### config.mk
export PLATFORM = sky130hd
export DESIGN_NAME = el2_pmu_halt_initiator_flat
export DESIGN_NICKNAME = d
export VERILOG_FILES = /design/src/rtl/el2_pmu_halt_initiator_if.sv /design/src/rtl/el2_pmu_halt_initiator.sv /design/src/flat_wrapper.sv
export SDC_FILE = /design/constraint.sdc
export NUM_CORES = 1
export LEC_CHECK = 0
export ABC_AREA = 0
export CORE_AREA = 4 4 41 43
export CTS_CLUSTER_DIAMETER = 40
export DETAILED_ROUTE_END_ITERATION = 7
export DIE_AREA = 0 0 45 47
export DONT_BUFFER_PORTS = 1
export PLACE_DENSITY = 0.55
export SLEW_MARGIN = 20
export SYNTH_ARGS = -nofsm -noshare
export SYNTH_HDL_FRONTEND = slang
export SYNTH_SLANG_ARGS = --single-unit
### constraint.sdc
create_clock -name clk -period 2.4 [get_ports clk]
set_input_delay 0.36 -clock clk [delete_from_list [all_inputs] [get_ports clk]]
set_output_delay 0.36 -clock clk [all_outputs]
set_load 0.005 [all_outputs]
### src/rtl/el2_pmu_halt_initiator_if.sv
// el2_pmu_halt_initiator_if: groups the software-command, core-handshake and status signals of the PMU halt initiator.
// Signals:
//   sw_halt_req / sw_run_req      single-cycle software commands
//   cpu_halt_ack / cpu_run_ack    core acknowledges
//   cpu_halt_status               core reports halted
//   cpu_debug_mode                core is in debug mode
//   cpu_halt_req / cpu_run_req    requests to the core
//   busy / halted                 initiator status
//   cmd_done / cmd_rejected       one-cycle result pulses
//   timeout_err                   sticky timeout flag
// Modports: master drives commands and core responses, slave is the initiator.
interface el2_pmu_halt_initiator_if;
    logic sw_halt_req;
    logic sw_run_req;
    logic cpu_halt_ack;
    logic cpu_run_ack;
    logic cpu_halt_status;
    logic cpu_debug_mode;
    logic cpu_halt_req;
    logic cpu_run_req;
    logic busy;
    logic halted;
    logic cmd_done;
    logic cmd_rejected;
    logic timeout_err;

    modport master (
        output sw_halt_req, sw_run_req, cpu_halt_ack, cpu_run_ack, cpu_halt_status, cpu_debug_mode,
        input  cpu_halt_req, cpu_run_req, busy, halted, cmd_done, cmd_rejected, timeout_err
    );

    modport slave (
        input  sw_halt_req, sw_run_req, cpu_halt_ack, cpu_run_ack, cpu_halt_status, cpu_debug_mode,
        output cpu_halt_req, cpu_run_req, busy, halted, cmd_done, cmd_rejected, timeout_err
    );
endinterface

### src/rtl/el2_pmu_halt_initiator.sv
// el2_pmu_halt_initiator: drives the core halt/run four-phase handshakes on behalf of power-management software.
// Ports:
//   clk    core clock, all state on the rising edge
//   rst_l  asynchronous active-low reset
//   bus    el2_pmu_halt_initiator_if.slave (commands, core handshake, status outputs)
// Parameter TIMEOUT_CYCLES (2..65535) bounds the wait for an ack when
// EL2_PMU_HALT_TIMEOUT_EN is defined; otherwise requests wait forever and timeout_err is 0.
// Every output is a flop loaded from a value derived from the next state.
module el2_pmu_halt_initiator #(
    parameter int unsigned TIMEOUT_CYCLES = 1024
) (
    input logic clk,
    input logic rst_l,
    el2_pmu_halt_initiator_if.slave bus
);
    typedef enum logic [2:0] {IDLE, HALT_REQ, HALT_ACKLOW, HALTED, RUN_REQ, RUN_ACKLOW} state_t;

    state_t state_q, state_d;
    logic halt_ok, run_ok, tmo;
    logic cpu_halt_req_q, cpu_halt_req_d;
    logic cpu_run_req_q, cpu_run_req_d;
    logic busy_q, busy_d;
    logic halted_q, halted_d;
    logic cmd_done_q, cmd_done_d;
    logic cmd_rejected_q, cmd_rejected_d;

    if (TIMEOUT_CYCLES < 2 || TIMEOUT_CYCLES > 65535) begin : g_bad_timeout
        $error("TIMEOUT_CYCLES must be within 2..65535");
    end

    always_comb begin
        halt_ok = bus.sw_halt_req && state_q == IDLE && !bus.cpu_debug_mode;
        run_ok = bus.sw_run_req && state_q == HALTED;
        state_d = state_q;
        case (state_q)
            IDLE: state_d = halt_ok ? HALT_REQ : IDLE;
            HALT_REQ: state_d = bus.cpu_halt_ack ? HALT_ACKLOW : (tmo ? IDLE : HALT_REQ);
            HALT_ACKLOW: state_d = bus.cpu_halt_ack ? HALT_ACKLOW : HALTED;
            // An explicit resume wins over a self-wake seen in the same cycle.
            HALTED: state_d = run_ok ? RUN_REQ : (bus.cpu_halt_status ? HALTED : IDLE);
            RUN_REQ: state_d = bus.cpu_run_ack ? RUN_ACKLOW : (tmo ? HALTED : RUN_REQ);
            RUN_ACKLOW: state_d = bus.cpu_run_ack ? RUN_ACKLOW : IDLE;
            default: state_d = IDLE;
        endcase
        cpu_halt_req_d = state_d == HALT_REQ;
        cpu_run_req_d = state_d == RUN_REQ;
        busy_d = !(state_d == IDLE || state_d == HALTED);
        halted_d = state_d == HALTED;
        cmd_done_d = (state_q == HALT_ACKLOW && state_d == HALTED) || (state_q == RUN_ACKLOW && state_d == IDLE);
        // Simultaneous halt and run pulses collapse into one rejection pulse.
        cmd_rejected_d = (bus.sw_halt_req && !halt_ok) || (bus.sw_run_req && !run_ok);
    end

    always_ff @(posedge clk or negedge rst_l) begin
        if (!rst_l) begin
            state_q <= IDLE;
            cpu_halt_req_q <= 1'b0;
            cpu_run_req_q <= 1'b0;
            busy_q <= 1'b0;
            halted_q <= 1'b0;
            cmd_done_q <= 1'b0;
            cmd_rejected_q <= 1'b0;
        end else begin
            state_q <= state_d;
            cpu_halt_req_q <= cpu_halt_req_d;
            cpu_run_req_q <= cpu_run_req_d;
            busy_q <= busy_d;
            halted_q <= halted_d;
            cmd_done_q <= cmd_done_d;
            cmd_rejected_q <= cmd_rejected_d;
        end
    end

`ifdef EL2_PMU_HALT_TIMEOUT_EN
    logic [15:0] cnt_q, cnt_d;
    logic timeout_err_q, timeout_err_d;
    logic tmo_fire, entering_req;

    assign tmo = cnt_q == 16'(TIMEOUT_CYCLES - 1);

    always_comb begin
        entering_req = (state_d == HALT_REQ || state_d == RUN_REQ) && state_d != state_q;
        // Ack has priority over expiry in the same cycle.
        tmo_fire = tmo && ((state_q == HALT_REQ && !bus.cpu_halt_ack) || (state_q == RUN_REQ && !bus.cpu_run_ack));
        cnt_d = ((state_q == HALT_REQ || state_q == RUN_REQ) && state_d == state_q) ? cnt_q + 16'd1 : 16'd0;
        timeout_err_d = entering_req ? 1'b0 : (timeout_err_q || tmo_fire);
    end

    always_ff @(posedge clk or negedge rst_l) begin
        if (!rst_l) begin
            cnt_q <= 16'd0;
            timeout_err_q <= 1'b0;
        end else begin
            cnt_q <= cnt_d;
            timeout_err_q <= timeout_err_d;
        end
    end

    assign bus.timeout_err = timeout_err_q;
`else
    assign tmo = 1'b0;
    assign bus.timeout_err = 1'b0;
`endif

    assign bus.cpu_halt_req = cpu_halt_req_q;
    assign bus.cpu_run_req = cpu_run_req_q;
    assign bus.busy = busy_q;
    assign bus.halted = halted_q;
    assign bus.cmd_done = cmd_done_q;
    assign bus.cmd_rejected = cmd_rejected_q;
endmodule

### src/flat_wrapper.sv
// flat-port wrapper written by rule: the top's interface ports become plain ports
module el2_pmu_halt_initiator_flat 
#(
    parameter int unsigned TIMEOUT_CYCLES = 1024
)
  (clk, rst_l, bus_sw_halt_req, bus_sw_run_req, bus_cpu_halt_ack, bus_cpu_run_ack, bus_cpu_halt_status, bus_cpu_debug_mode, bus_cpu_halt_req, bus_cpu_run_req, bus_busy, bus_halted, bus_cmd_done, bus_cmd_rejected, bus_timeout_err);
  el2_pmu_halt_initiator_if bus_i ();
  input logic clk;
  input logic rst_l;
  input wire logic [$bits(bus_i.sw_halt_req)-1:0] bus_sw_halt_req;
  input wire logic [$bits(bus_i.sw_run_req)-1:0] bus_sw_run_req;
  input wire logic [$bits(bus_i.cpu_halt_ack)-1:0] bus_cpu_halt_ack;
  input wire logic [$bits(bus_i.cpu_run_ack)-1:0] bus_cpu_run_ack;
  input wire logic [$bits(bus_i.cpu_halt_status)-1:0] bus_cpu_halt_status;
  input wire logic [$bits(bus_i.cpu_debug_mode)-1:0] bus_cpu_debug_mode;
  output wire logic [$bits(bus_i.cpu_halt_req)-1:0] bus_cpu_halt_req;
  output wire logic [$bits(bus_i.cpu_run_req)-1:0] bus_cpu_run_req;
  output wire logic [$bits(bus_i.busy)-1:0] bus_busy;
  output wire logic [$bits(bus_i.halted)-1:0] bus_halted;
  output wire logic [$bits(bus_i.cmd_done)-1:0] bus_cmd_done;
  output wire logic [$bits(bus_i.cmd_rejected)-1:0] bus_cmd_rejected;
  output wire logic [$bits(bus_i.timeout_err)-1:0] bus_timeout_err;
  assign bus_i.sw_halt_req = bus_sw_halt_req;
  assign bus_i.sw_run_req = bus_sw_run_req;
  assign bus_i.cpu_halt_ack = bus_cpu_halt_ack;
  assign bus_i.cpu_run_ack = bus_cpu_run_ack;
  assign bus_i.cpu_halt_status = bus_cpu_halt_status;
  assign bus_i.cpu_debug_mode = bus_cpu_debug_mode;
  assign bus_cpu_halt_req = bus_i.cpu_halt_req;
  assign bus_cpu_run_req = bus_i.cpu_run_req;
  assign bus_busy = bus_i.busy;
  assign bus_halted = bus_i.halted;
  assign bus_cmd_done = bus_i.cmd_done;
  assign bus_cmd_rejected = bus_i.cmd_rejected;
  assign bus_timeout_err = bus_i.timeout_err;
  el2_pmu_halt_initiator #(.TIMEOUT_CYCLES(TIMEOUT_CYCLES)) u_core (.clk(clk), .rst_l(rst_l), .bus(bus_i));
endmodule
==> impl_results.md <==
* Detailed Route Iter0 Violations at 4
* Clk_lat worst skew at 0.25 ns
* Worst Setup Slack, final at 1.09 ns
* Sequential fraction of the synthesis area at 0.506
* Run status: finished, final reports clean
* TNS Setup at 0 ns
* Crit. End Element: register
* Fmax at 765 MHz
* Synth top area share at 0.506
* Peak-usage layer in the global routing report: met2
* Cell taking the most area after synthesis: dfrtp_1
* Worst Skew at 0.000792 ns
* Nets at 53
* Final period demand of the worst path at 1.31 ns
* Final ANT Viol Nets at 0
* Met1 Use GR at 0.108
* Vias in the first global route at 309
* CTS tree: yes
* GR Util All Layers at 0.0870
* Die width at 45 µm
* Met3 usage at 0.0460
* Maximum clock insertion buffer count at 2
* Die height at 47 µm
* Commonest non-fill, non-tap cell in the layout: dfrtp_1
* Post-Synthesis Cells at 40
* Period utilization at 0.544
* Placeable Area at 1300 µm²
* Dpl ws at 1.12 ns
* Placed Cells at 54
* Total of max-cap violations at 0
* Syn_area_per_cell at 11.1 µm²
* DRC at 0
* Gpl congestion at 0.840
* WL/cell at 13.1 µm
* Netlist cell types at 23
* GR Layer Usage met2 at 0.136
* Critical Path AT at 1.47 ns
* # fillers at 137
* Post-CTS setup buffers at 0
* Clk slew on worst S/H paths at 0.06 ns
* Syn. warnings at 0
* RSZ-0062 raised after global routing: false
* Grt ovf at 0
* # rows at 13
* Hold WC Path Type: primary input to register
* Max VDD drop at 0.439 mV
* Initial antenna violation count at 0
* Synth Register Bits at 9
* Startpoint Class: register
* Root buf cell: clkbuf_4
* Die area at 2120 µm²
* Worst Path Max Fanout at 7
* Drt pass-1 iters at 3
* IO Count at 15
* Final WL at 771 µm
* # clock sinks at 9
* Total CTS buffers at 3
* Pwr dens at 1150 nW/µm²
* Top post-synthesis cells by area: dfrtp_1, inv_1, nand2_1
* Layout Cells excl Fill at 59
* Fin. Hold Viols at 0
* First-pass GRT wire length at 1300 µm
* Initial Utilization at 0.342
* Htree depth at 1
* Syn_nets at 48
* Post-Synthesis Cell Area at 445 µm²
* Largest net degree at the start of global routing at 10
* Layout cells sized above 1 at 0.318
* Setup-failing EPs final at 0
* Syn-to-layout area delta at 10.7%
* Via count at 291
* Most frequent cells in the layout: dfrtp_1, inv_1, nand2_1
* Final Max Tran Viols at 0
* # diodes at 0
* Worst Setup Path Type: register to register
* Crit path required time at 2.57 ns
* Vias per inst at 4.93
* Leakage power at 0.239 nW
* PortBufs at 0
cell usage after synthesis, drive strengths merged:
| cell | instances |
|---|---|
| buf | 1 |
| nor4b | 1 |
| and2b | 2 |
| nand2 | 5 |
| conb | 1 |
| a41oi | 1 |
| nor2 | 2 |
| a31o | 1 |
| o32a | 1 |
| nor2b | 2 |
| o22a | 1 |
| or2b | 1 |
| a32oi | 1 |
| dfrtp | 9 |
| nand2b | 1 |
| and3 | 1 |
| o211ai | 1 |
| inv | 5 |
| a211oi | 1 |
| and3b | 1 |
| nor4 | 1 |
routing by layer:
metal | wire length, µm | up-vias
met4 | 0 | 0
met1 | 343 | 138
met5 | 0 | -
met2 | 376 | 8
li1 | - | 145
met3 | 51 | 0
layout make-up:
type	count	area (µm²)	share of cell area
Multi-Input combinational cell	25	194	0.393
Tap cell	15	18.8	0.0381
Clock buffer	4	26.3	0.0533
Inverter	5	18.8	0.0381
Timing Repair Buffer	1	10.0	0.0203
Sequential cell	9	225	0.457
cell families after synthesis:
logic type | count (synthesis) | share of synthesized area
flops | 9 | 0.506
other cells | 1 | 0.00842
buf+inv | 6 | 0.0590
compound gates | 7 | 0.180
simple gates | 17 | 0.247
power breakdown:
part           internal [W]  total [W]  switching [W]
clock             0.0000636   0.000110      0.0000459
sequential         0.000211   0.000264      0.0000532
combinational     0.0000945   0.000195       0.000101
registers in the layout (all words and copies together) (netlist names):
signal	cells
u_core.state_q	3
u_core.bus.cmd_rejected	1
u_core.bus.cpu_run_req	1
u_core.bus.halted	1
u_core.bus.cpu_halt_req	1
u_core.bus.cmd_done	1
u_core.bus.busy	1
critical path: stages (launching register included):
cell and delay [ns]:
dfrtp_1 0.45, nor4_1 0.38, nand2_1 0.17, a41oi_2 0.22
final timing paths:
kind	start	end	slack (ns)	cells after the start
max reg2reg	u_core.state_q[0]$_DFF_PN0_	u_core.bus.busy$_DFF_PN0_	1.09	3
max	u_core.state_q[0]$_DFF_PN0_	u_core.bus.busy$_DFF_PN0_	1.09	3
min in group asynchronous	rst_l	u_core.bus.cpu_run_req$_DFF_PN0_	0.47	1
min	bus_sw_run_req	u_core.bus.cmd_rejected$_DFF_PN0_	0.24	1
max in group asynchronous	rst_l	u_core.bus.halted$_DFF_PN0_	1.64	1
min reg2reg	u_core.state_q[2]$_DFF_PN0_	u_core.bus.cmd_done$_DFF_PN0_	0.67	1
metrics by stage:
step / total power [W] / util / hold WS [ns] / instance area, µm²
after floorplan: 0.000418 / - / 0.0644 / 445
after detailed placement: 0.000457 / 0.351 / 0.0646 / 457
after CTS: 0.000577 / 0.379 / 0.234 / 493
after global routing: 0.000612 / 0.379 / 0.229 / 493
final: 0.000568 / 0.379 / 0.244 / 493
after global placement: 0.000455 / 0.351 / 0.0646 / 457
what timing repair did:
action	4_1_cts	5_1_grt
hold endpoints to repair	9	0
setup endpoints to repair	0	0
resized for setup	0	0
hold buffers	1	0
Power figures use the tool's default switching activity.
